`src/rtl/booth_inverse_divider.sv`:
```
// Sequential signed divider, the inverse of the shift-add Booth multiplier.
// Divides a 2*BIT_LEN-bit two's-complement dividend by a BIT_LEN-bit signed
// divisor using restoring division on magnitudes (one quotient bit per clock),
// then applies sign fix-up. Quotient truncates toward zero; remainder takes
// the dividend's sign.
//
// Ports:
//   clk   - clock, all state changes on the rising edge
//   rstn  - synchronous active-high reset
//   start - request a division, accepted only while busy=0
//   IN1   - signed dividend (2*BIT_LEN bits), sampled on the accepting edge
//   IN2   - signed divisor (BIT_LEN bits), sampled on the accepting edge
//   QUO   - signed quotient (low BIT_LEN bits on overflow)
//   REM   - signed remainder
//   busy  - high while a division is in progress
//   done  - one-cycle pulse when results update
//   dz    - divide-by-zero flag for the last result
//   ovf   - quotient overflow flag for the last result
`timescale 1ns/1ps

module booth_inverse_divider #(
  parameter int unsigned BIT_LEN = 4
) (
  input  logic                   clk,
  input  logic                   rstn,
  input  logic                   start,
  input  logic [2*BIT_LEN-1:0]   IN1,
  input  logic [BIT_LEN-1:0]     IN2,
  output logic [BIT_LEN-1:0]     QUO,
  output logic [BIT_LEN-1:0]     REM,
  output logic                   busy,
  output logic                   done,
  output logic                   dz,
  output logic                   ovf
);

  localparam int unsigned W2  = 2 * BIT_LEN;
  localparam int unsigned BW1 = BIT_LEN + 1;
  localparam int unsigned CW  = $clog2(W2 + 1);
  // Largest quotient magnitude representable for a negative / positive result
  localparam logic [W2-1:0] QNEG_MAX = W2'(1) << (BIT_LEN - 1);
  localparam logic [W2-1:0] QPOS_MAX = QNEG_MAX - W2'(1);

  typedef enum logic [1:0] {IDLE, ITER, FIXUP} state_t;

  state_t              state;
  logic                sgn1;
  logic                sgn2;
  logic                dzp;
  logic [W2-1:0]       qm;     // dividend magnitude, shifts out as quotient shifts in
  logic [BW1-1:0]      dvs;    // divisor magnitude, one extra bit for |-2^(BIT_LEN-1)|
  logic [BIT_LEN-1:0]  prem;   // partial remainder, always < dvs
  logic [CW-1:0]       cnt;

  logic [W2-1:0]       in1_mag_c;
  logic [BW1-1:0]      in2_ext_c;
  logic [BW1-1:0]      in2_mag_c;
  logic [BW1-1:0]      shift_c;
  logic                fit_c;
  logic                qneg_c;
  logic [BIT_LEN-1:0]  qlo_c;
  logic [BIT_LEN-1:0]  quo_c;
  logic [BIT_LEN-1:0]  rem_c;
  logic                ovf_c;

  // Operand magnitudes; -2^(W2-1) maps to 2^(W2-1), which fits unsigned
  always_comb begin
    in1_mag_c = IN1[W2-1] ? W2'(-IN1) : IN1;
    in2_ext_c = {IN2[BIT_LEN-1], IN2};
    in2_mag_c = IN2[BIT_LEN-1] ? BW1'(-in2_ext_c) : in2_ext_c;
  end

  // One restoring step: shift in next dividend bit, trial-compare against divisor
  always_comb begin
    shift_c = {prem, qm[W2-1]};
    fit_c   = (shift_c >= dvs);
  end

  // Sign fix-up; only the low BIT_LEN quotient bits are reported on overflow
  always_comb begin
    qneg_c = sgn1 ^ sgn2;
    qlo_c  = qm[BIT_LEN-1:0];
    quo_c  = qneg_c ? BIT_LEN'(-qlo_c) : qlo_c;
    rem_c  = sgn1 ? BIT_LEN'(-prem) : prem;
    ovf_c  = qneg_c ? (qm > QNEG_MAX) : (qm > QPOS_MAX);
  end

  // Control FSM and datapath registers
  always_ff @(posedge clk) begin
    if (rstn) begin
      state <= IDLE;
      sgn1  <= 1'b0;
      sgn2  <= 1'b0;
      dzp   <= 1'b0;
      qm    <= '0;
      dvs   <= '0;
      prem  <= '0;
      cnt   <= '0;
      QUO   <= '0;
      REM   <= '0;
      busy  <= 1'b0;
      done  <= 1'b0;
      dz    <= 1'b0;
      ovf   <= 1'b0;
    end else begin
      done <= 1'b0;
      case (state)
        IDLE: begin
          if (start) begin
            sgn1  <= IN1[W2-1];
            sgn2  <= IN2[BIT_LEN-1];
            qm    <= in1_mag_c;
            dvs   <= in2_mag_c;
            prem  <= '0;
            cnt   <= CW'(W2);
            dzp   <= (IN2 == '0);
            busy  <= 1'b1;
            state <= (IN2 == '0) ? FIXUP : ITER;
          end
        end
        ITER: begin
          prem <= fit_c ? BIT_LEN'(shift_c - dvs) : shift_c[BIT_LEN-1:0];
          qm   <= {qm[W2-2:0], fit_c};
          cnt  <= cnt - CW'(1);
          if (cnt == CW'(1)) state <= FIXUP;
        end
        FIXUP: begin
          done  <= 1'b1;
          busy  <= 1'b0;
          state <= IDLE;
          if (dzp) begin
            QUO <= '0;
            REM <= '0;
            dz  <= 1'b1;
            ovf <= 1'b0;
          end else begin
            QUO <= quo_c;
            REM <= rem_c;
            dz  <= 1'b0;
            ovf <= ovf_c;
          end
        end
        default: state <= IDLE;
      endcase
    end
  end

endmodule

```
`config.mk`:
```
export PLATFORM = sky130hd
export DESIGN_NAME = booth_inverse_divider
export DESIGN_NICKNAME = d
export VERILOG_FILES = /design/src/rtl/booth_inverse_divider.sv
export SDC_FILE = /design/constraint.sdc
export NUM_CORES = 1
export LEC_CHECK = 0
export CORE_ASPECT_RATIO = 1.2
export CORE_MARGIN = 1
export CORE_UTILIZATION = 41
export CTS_CLUSTER_SIZE = 25
export DETAILED_ROUTE_END_ITERATION = 8
export PLACE_DENSITY = 0.68
export SLEW_MARGIN = 0
export SYNTH_ARGS = -nofsm -noshare
export SYNTH_HDL_FRONTEND = slang
export SYNTH_SLANG_ARGS = --single-unit
```
`constraint.sdc`:
```
create_clock -name clk -period 2.8 [get_ports clk]
set_input_delay 0.56 -clock clk [delete_from_list [all_inputs] [get_ports clk]]
set_output_delay 0.56 -clock clk [all_outputs]
set_load 0.02 [all_outputs]
```
==> qor.yml, run 1 <==
fin_skew_ns: 0.00905
core_sq_mm: 0.00456
syn_inst: 225
place_congestion: 0.739
cp-end-kind: "flip-flop"
ys_types: 35
first_pass_iters: 5
grt_antenna_before_repair: 0
postRouteAntennaNets: 0
drive_above_1_share_pct: 5.98
met3_usage_pct: 4.02
worstPathMaxFanout: 3
cts_hold_buf: 0
worstMarginPinSlew_ns: 0.723
grt_max_degree: 23
slew_headroom_pct: 51.7
ios: 27
die_h_microns: 77.3
cts.clk_slew.worst_paths_ns: 0.08
cts_buffer_depth: 2
yosysSeqAreaShare_pct: 39.3
maxCapViolCount: 0
crit_chain: "clkdlybuf4s50_1 > or3_4 > o31a_1 > xor2_1 > a222oi_1 > nor2_1"
slew_viol_final: 0
placed_area_sq_mm: 0.00225
chipWidth_microns: 64.8
yosys-top-cells-area: "dfxtp_1, nor2_1, ha_1"
cp.arrival_ns: 2.20
synth_area_leader_cell: "dfxtp_1"
busiest_layer: "met2"
min_period_ns: 2.03
grt_use_total_pct: 17.2
diodes: 0
finalSetupViolations: 0
yosys.area.top_type_share_pct: 39.3
initial_utilization_pct: 42.5
rsz0062_at_grt: "false"
wl_mm: 3.84
cp_slowest_cell: "clkdlybuf4s50_1"
setup_tns_ns: 0
critical_path_class: "in -> reg"
hpwl_mm: 2.82
syn_area_per_cell_sq_um: 8.61
dieArea_sq_mm: 0.00501
met2_usage_pct: 28.4
nets: 278
required_ns: 2.97
holdCritPathClass: "reg -> reg"
layout_commonest_cell: "nor2_1"
cts-root-buf: "clkbuf_8"
grt_pass1_vias: 1524
drc: 0
vias: 1600
layout_common_cells: "nor2_1, dfxtp_1, clkdlybuf4s50_1"
use_met1_pct: 21.3
syn_area_sq_mm: 0.00194
slowest_delay_ns: 0.46
syn_nets: 252
grt_pass1_wl_mm: 6.71
hold_viol: 0
h-tree-depth: 2
rows: 27
routed_via_density: 5.18
period_share_pct: 72.5
tritoncts: "built"
postCtsSetupRepairBufs: 0
fmax_mhz: 493
synth_seq_cells: 38
p_per_area_mw_per_mm2: 575
port_buffers: 26
syn2layout_area_growth_pct: 22.1
cts.repair.resized: 0
clkSinkCount: 38
cts_buffers: 5
ys_warn_count: 0
status: "completed"
cp-start-kind: "input pin"
p_leak_uw: 0.000925
clk_latency_ns: 0.29
final_area_sq_mm: 0.00237
avgRoutedWirePerCell_microns: 12.4
drt-initial-drc-count: 90
grt-ovfl-total: 0
ir_drop_mv: 0.318
## routing by layer
| layer | wire length (microns) | share of wire (%) |
|---|---|---|
| met1 | 1830 | 48 |
| met2 | 1880 | 49 |
| met3 | 87 | 2.3 |
| met4 | 42 | 1.1 |
| met5 | 0 | 0 |
## cells in the mapped netlist, drive strengths merged
| cell | n |
|---|---|
| a211oi | 3 |
| a21oi | 13 |
| a222oi | 7 |
| a22oi | 6 |
| a41oi | 1 |
| buf | 3 |
| clkbuf | 8 |
| dfxtp | 38 |
| fa | 1 |
| ha | 11 |
| inv | 17 |
| mux2 | 2 |
| mux2i | 9 |
| nand2 | 11 |
| nand2b | 6 |
| nand4 | 1 |
| nor2 | 39 |
| nor2b | 5 |
| nor3 | 7 |
| nor3b | 2 |
| nor4 | 3 |
| o21a | 1 |
| o21ai | 9 |
| o21ba | 1 |
| o21bai | 1 |
| o31a | 1 |
| o31ai | 4 |
| or3 | 2 |
| xnor2 | 8 |
| xor2 | 5 |
## stage by stage
| step | cells | power [uW] | worst slack (ns) | hold slack (ns) | utilization [%] |
|---|---|---|---|---|---|
| final | 309 | 1360 | 0.770 | 0.451 | 51.9 |
| after CTS | 309 | 1380 | 0.776 | 0.454 | 51.9 |
| after global routing | 309 | 1440 | 0.619 | 0.497 | 51.9 |
| after floorplan | 225 | 824 | 1.01 | 0.430 | - |
| after detailed placement | 302 | 905 | 0.460 | 0.444 | 49.4 |
| after global placement | 302 | 898 | 0.502 | 0.439 | 49.4 |
## worst max-delay path, delay by kind of cell
family / cells / cell delay (ns)
buffers and inverters: 1 / 0.46
AOI/OAI and AO/OA: 2 / 0.56
xor gates and xnor gates: 1 / 0.14
and+or+nand+nor: 2 / 0.49
## path summary, 6_finish.rpt
| check | from | to | slack [ns] | cells past startpoint |
|---|---|---|---|---|
| setup / recovery | IN1[3] | qm[6] | 0.77 | 6 |
| setup reg to reg | qm[7] | prem[0] | 0.90 | 7 |
| hold / removal | QUO[3] | QUO[3] | 0.45 | 2 |
| hold reg to reg | QUO[3] | QUO[3] | 0.45 | 2 |
## sequential cells by signal, indices dropped and copies added, names as in the netlist, 2 cells and up
signal  count
cnt         4
prem        4
REM         4
dvs         5
state       2
qm          8
QUO         4
## area by class of cell
| class | instances | area [sq um] |
|---|---|---|
| clock buffers | 6 | 82.6 |
| repair buffers | 30 | 290 |
| flip-flops and latches | 38 | 761 |
| clock inverters | 1 | 30.0 |
| well taps | 58 | 72.6 |
| fillers | 454 | 2190 |
| inverters | 17 | 63.8 |
| multi-input cells | 159 | 1070 |
## power breakdown
group          leakage [uW]  internal, uW  switching (uW)
Clock             0.0000573           285             186
Sequential         0.000310           575            32.8
Combinational      0.000557           134             149
Total              0.000925           993             368
## cells by family (layout without fill, tap and decap cells)
logic type               Yosys count  in the layout  share of synthesized area [%]
adder cells (fa/ha/maj)           12             12                           8.13
buffers and inverters             28             54                           5.94
AND/OR/NAND/NOR                   76             76                           18.0
XOR/XNOR                          13             13                           5.87
AO/OA/AOI/OAI                     47             47                           17.0
multiplexers                      11             11                           5.81
flip-flops                        38             38                           39.3
(Power assumes the default switching activity.)
==> run 2: changes to the inputs <==
--- a/config.mk
+++ b/config.mk
@@ -10,7 +10,7 @@
 export CORE_UTILIZATION = 41
 export CTS_CLUSTER_SIZE = 25
 export DETAILED_ROUTE_END_ITERATION = 8
-export PLACE_DENSITY = 0.68
+export PLACE_DENSITY = 0.7
 export SLEW_MARGIN = 0
 export SYNTH_ARGS = -nofsm -noshare
 export SYNTH_HDL_FRONTEND = slang
==> constraint.sdc (replaced) <==
create_clock -name clk -period 1.65 [get_ports clk]
set_input_delay 0.33 -clock clk [delete_from_list [all_inputs] [get_ports clk]]
set_output_delay 0.33 -clock clk [all_outputs]
set_load 0.02 [all_outputs]
==> run 2 against run 1 <==
Effect of this change:
- the run now ends with setup timing left
- flip-flop and latch count unchanged
- die area unchanged
- hold slack improved by 0.011 ns
- first-iteration DRC count decreased by 27%
- core utilization increased by 5.0 points
- register-to-register slack got worse by 0.90 ns
- global-route usage decreased by 0.087 points
- sequential power increased by 70%
- combinational power increased by 110%
- largest cell class unchanged
- largest power group unchanged
==> qor.yml, run 2 (same netlist as run 1, synthesis figures left out) <==
routed_via_density: 5.17
wl_mm: 4.04
required_ns: 1.82
cp_slowest_cell: "dfxtp_2"
r2r-start: "dvs[1]"
cp-start-kind: "flip-flop"
min_to: "qm[0]"
crit_buf_inv: 2
cts_hold_buf: 0
grt_antenna_before_repair: 0
grt_pass1_wl_mm: 6.75
die_h_microns: 77.3
syn2layout_area_growth_pct: 33.8
top_regs: "qm x8, dvs x5"
holdCritPathClass: "in -> reg"
postRouteAntennaNets: 0
core_sq_mm: 0.00456
worstHoldPathCells: 4
seqPwrFrac_pct: 45.3
drive_above_1_share_pct: 18.8
met3_usage_pct: 3.13
timing.rr.end: "prem[2]"
dieArea_sq_mm: 0.00501
ios: 27
grt_use_total_pct: 17.2
hpwl_mm: 3.00
rsz0062_at_grt: "true"
cts_buffer_depth: 2
nets: 302
grt-ovfl-total: 0
finalSetupViolations: 1
tritoncts: "built"
maxCapViolCount: 0
p_leak_uw: 0.00107
cp_top_family: "compound AO/OA/AOI/OAI gates"
worstMarginPinSlew_ns: 0.374
place_congestion: 0.820
initial_utilization_pct: 42.5
largest_reg_flops: 8
drc: 0
switchingPower_uw: 653
p_int_uw: 1620
comb_power_share_pct: 26.1
met2_usage_pct: 29.8
avgRoutedWirePerCell_microns: 12.1
crit_chain: "inv_1 > ha_4 > nand2_2 > o21a_1 > o21ai_4 > buf_6 > mux2i_1 > o21ai_1"
worstRegToRegCells: 8
regMostFlops: "qm"
clk_latency_ns: 0.29
drt-initial-drc-count: 66
cts.clk_slew.worst_paths_ns: 0.07
period_share_pct: 100
status: "complete, but fails checks"
chipWidth_microns: 64.8
min_from: "IN1[0]"
min_period_ns: 1.65
violations: "setup timing"
layout_common_cells: "nor2_1, dfxtp_1, buf_4"
rows: 27
r2r_slack_ns: -0.005
fin_skew_ns: 0.00707
fmax_mhz: 604
vias: 1728
first_pass_iters: 4
ir_drop_mv: 0.343
clkSinkCount: 38
busiest_layer: "met2"
critical_path_class: "reg -> reg"
worstPathMaxFanout: 3
hold_viol: 0
cp-end-kind: "flip-flop"
finish.utilization_pct: 56.9
p_per_area_mw_per_mm2: 877
port_buffers: 26
layout_commonest_cell: "nor2_1"
clkPwrFrac_pct: 28.6
h-tree-depth: 2
dpl_worst_slack_ns: -0.394
slew_viol_final: 0
slowest_delay_ns: 0.33
slew_headroom_pct: 75.1
cp.arrival_ns: 1.83
fillers: 408
cts_buffers: 5
cts-root-buf: "clkbuf_8"
grt_max_degree: 18
diodes: 0
grt_pass1_vias: 1573
use_met1_pct: 20.4
swShare_pct: 28.7
fin_ws_ns: -0.00496
[run 2: cell count changes in the layout (fill, tap and decap cells not counted), sizes merged]
cell	change
dlymetal6s2s	+2
clkdlybuf4s50	-5
bufinv	-1
clkinv	+1
clkbuf	+1
buf	+24
dlygate4sd2	+3
[run 2: worst max-delay path by stage]
stage | start | to | cells after the start
6_report | dvs[1] | prem[2] | 8
5_1_grt | qm[7] | prem[3] | 8
2_1_floorplan | dvs[2] | prem[0] | 7
3_3_place_gp | IN1[3] | qm[6] | 6
4_1_cts | IN1[1] | qm[6] | 8
3_5_place_dp | IN1[3] | qm[6] | 6
[run 2: timing repair]
item / 4_1_cts / 5_1_grt
setup buffers: 0 / 1
pin swaps: 5 / 10
gates resized for setup: 7 / 13
gates cloned: 0 / 0
endpoints found under the setup margin: 6 / 8
[run 2: worst register-to-register path, stage by stage (launching register included)]
cell     delay (ns)
dfxtp_2        0.33
inv_1          0.07
ha_4           0.27
nand2_2        0.05
o21a_1         0.21
o21ai_4        0.22
buf_6          0.14
mux2i_1        0.19
o21ai_1        0.07
[run 2: cell type report]
cell class | count | area, sq um | area share [%]
Clock inverter | 1 | 5.00 | 0.193
Multi-Input combinational cell | 159 | 1120 | 43.4
Sequential cell | 38 | 766 | 29.5
Timing Repair Buffer | 54 | 475 | 18.3
Inverter | 17 | 63.8 | 2.46
Tap cell | 58 | 72.6 | 2.80
Clock buffer | 7 | 86.3 | 3.33
[run 2: power groups by stage]
stage               logic (uW)  registers (uW)  clock network [uW]
CTS                        574            1030                 673
floorplan                  353            1040                   0
finish                     593            1030                 651
global route               660            1040                 711
global placement           537            1050                   0
detailed placement         549            1050                   0
[run 2: stage by stage]
stage                     cells  cell area, sq um  hold slack [ns]   TNS, ns  total power, uW
after floorplan             225              1940            0.430         0             1400
after global placement      325              2430            0.443     -1.40             1580
after detailed placement    325              2430            0.467     -1.77             1600
after CTS                   333              2540            0.477  -0.00846             2280
after global routing        334              2590            0.496    -0.404             2410
final                       334              2590            0.462  -0.00496             2270
[run 2: routing by layer]
metal  part of all wire (%)  wire, microns
met1                     44           1770
met2                     51           2060
met3                    3.8            155
met4                    1.4             57
met5                      0              0
==> run 3: changes to the inputs <==
--- a/config.mk
+++ b/config.mk
@@ -6,7 +6,7 @@
 export NUM_CORES = 1
 export LEC_CHECK = 0
 export CORE_ASPECT_RATIO = 1.2
-export CORE_MARGIN = 1
+export CORE_MARGIN = 2
 export CORE_UTILIZATION = 41
 export CTS_CLUSTER_SIZE = 25
 export DETAILED_ROUTE_END_ITERATION = 8
==> run 3 against run 2 <==
Effect of this change:
- the flow now finishes without violations
- via count fell by 0.81%
- maximum frequency rose by 0.45%
- sequential power barely moved
- hold slack got worse by 0.0044 ns
- final cell count rose by 0.30%
- critical path type unchanged
- largest cell class unchanged
==> qor.yml, run 3 (same netlist as run 1, synthesis figures left out) <==
seqPwrFrac_pct: 46.0
cts_hold_buf: 0
largest_reg_flops: 8
r2r-start: "dvs[2]"
grt_max_degree: 24
wl_mm: 4.10
critical_path_class: "reg -> reg"
fin_ws_ns: 0.00250
slew_viol_final: 0
cts.clk_slew.worst_paths_ns: 0.07
port_buffers: 26
timing.rr.end: "prem[3]"
worstRegToRegCells: 8
cts_buffers: 5
drive_above_1_share_pct: 19.5
worstPathMaxFanout: 3
p_int_uw: 1610
p_leak_uw: 0.00107
cp.arrival_ns: 1.82
cts_buffer_depth: 2
busiest_layer: "met2"
grt_pass1_wl_mm: 7.20
grt-ovfl-total: 0
maxCapViolCount: 0
layout_commonest_cell: "nor2_1"
die_h_microns: 79.3
setup_tns_ns: 0
crit_start: "dvs[2]"
hpwl_mm: 3.07
regMostFlops: "qm"
clkPwrFrac_pct: 27.7
cts-root-buf: "clkbuf_8"
h-tree-depth: 2
finalSetupViolations: 0
grt_use_total_pct: 17.5
avgRoutedWirePerCell_microns: 12.2
nets: 305
use_met1_pct: 21.3
met2_usage_pct: 30.0
rsz0062_at_grt: "true"
drc: 0
required_ns: 1.83
holdCritPathClass: "reg -> reg"
core_sq_mm: 0.00456
clk_latency_ns: 0.29
postRouteAntennaNets: 0
syn2layout_area_growth_pct: 34.2
ios: 27
ir_drop_mv: 0.444
switchingPower_uw: 636
place_congestion: 0.836
dpl_worst_slack_ns: -0.414
slew_headroom_pct: 76.7
tritoncts: "built"
fin_skew_ns: 0.00508
p_per_area_mw_per_mm2: 864
hold_viol: 0
chipWidth_microns: 66.8
grt_pass1_vias: 1639
drt-initial-drc-count: 120
rows: 27
min_period_ns: 1.65
initial_utilization_pct: 42.5
vias: 1714
cp-end-kind: "flip-flop"
swShare_pct: 28.3
worstMarginPinSlew_ns: 0.346
diodes: 0
layout_common_cells: "nor2_1, dfxtp_1, buf_4"
routed_via_density: 5.12
fmax_mhz: 607
clkSinkCount: 38
first_pass_iters: 4
status: "completed"
setup.worst_path.end: "prem[3]"
comb_power_share_pct: 26.3
period_share_pct: 99.8
met3_usage_pct: 3.82
grt_antenna_before_repair: 0
dieArea_sq_mm: 0.00530
cp-start-kind: "flip-flop"
top_regs: "qm x8, dvs x5"
r2r_slack_ns: 0.003
[run 3: timing repair]
item,CTS,global route
endpoints found under the setup margin,5,8
buffers inserted,1,2
pin swaps,7,12
resized for setup,8,11
[run 3: worst max-delay path: stages, from the launching register on]
cell and delay (ns):
dfxtp_2 0.34, inv_2 0.05, ha_4 0.27, nand2_2 0.05, o21a_1 0.19, o21ai_2 0.22
buf_6 0.14, mux2i_1 0.19, o21ai_1 0.09
[run 3: metal layers]
metal  up-vias  routed length (microns)
met5         -                        0
met4         0                       38
met3         4                      117
met2        25                     2170
met1       808                     1770
li1        877                        -
[run 3: layout make-up]
| type | count | area, sq um |
|---|---|---|
| tap | 58 | 72.6 |
| sequential | 38 | 766 |
| fill | 441 | 1960 |
| multi-input combinational | 159 | 1120 |
| timing repair buffer | 57 | 498 |
| clock buffer | 6 | 82.6 |
| inverter | 17 | 63.8 |
[run 3: worst min-delay path by stage]
stage / start / to / cells after the start
floorplan: dvs[4] / dvs[4] / 2
finish: QUO[3] / QUO[3] / 2
global placement: QUO[3] / QUO[3] / 2
CTS: dvs[4] / dvs[4] / 2
detailed placement: dvs[4] / dvs[4] / 2
global route: dvs[4] / dvs[4] / 2
[run 3: power by group through the flow]
| stage | logic (uW) | registers (uW) | clock network (uW) |
|---|---|---|---|
| 6_report | 592 | 1030 | 622 |
| 3_3_place_gp | 538 | 1050 | 0 |
| 3_5_place_dp | 552 | 1050 | 0 |
| 5_1_grt | 659 | 1040 | 698 |
| 2_1_floorplan | 353 | 1040 | 0 |
| 4_1_cts | 567 | 1030 | 646 |
[run 3: stage by stage]
step                      instances  total power, uW  instance area [sq um]  utilization, %  hold WS (ns)
after floorplan                 225             1400                   1940               -         0.430
after global placement          326             1590                   2430            53.4         0.439
after detailed placement        326             1600                   2430            53.4         0.447
after CTS                       333             2240                   2550            56.0         0.462
after global routing            335             2400                   2600            57.0         0.476
final                           335             2250                   2600            57.0         0.457
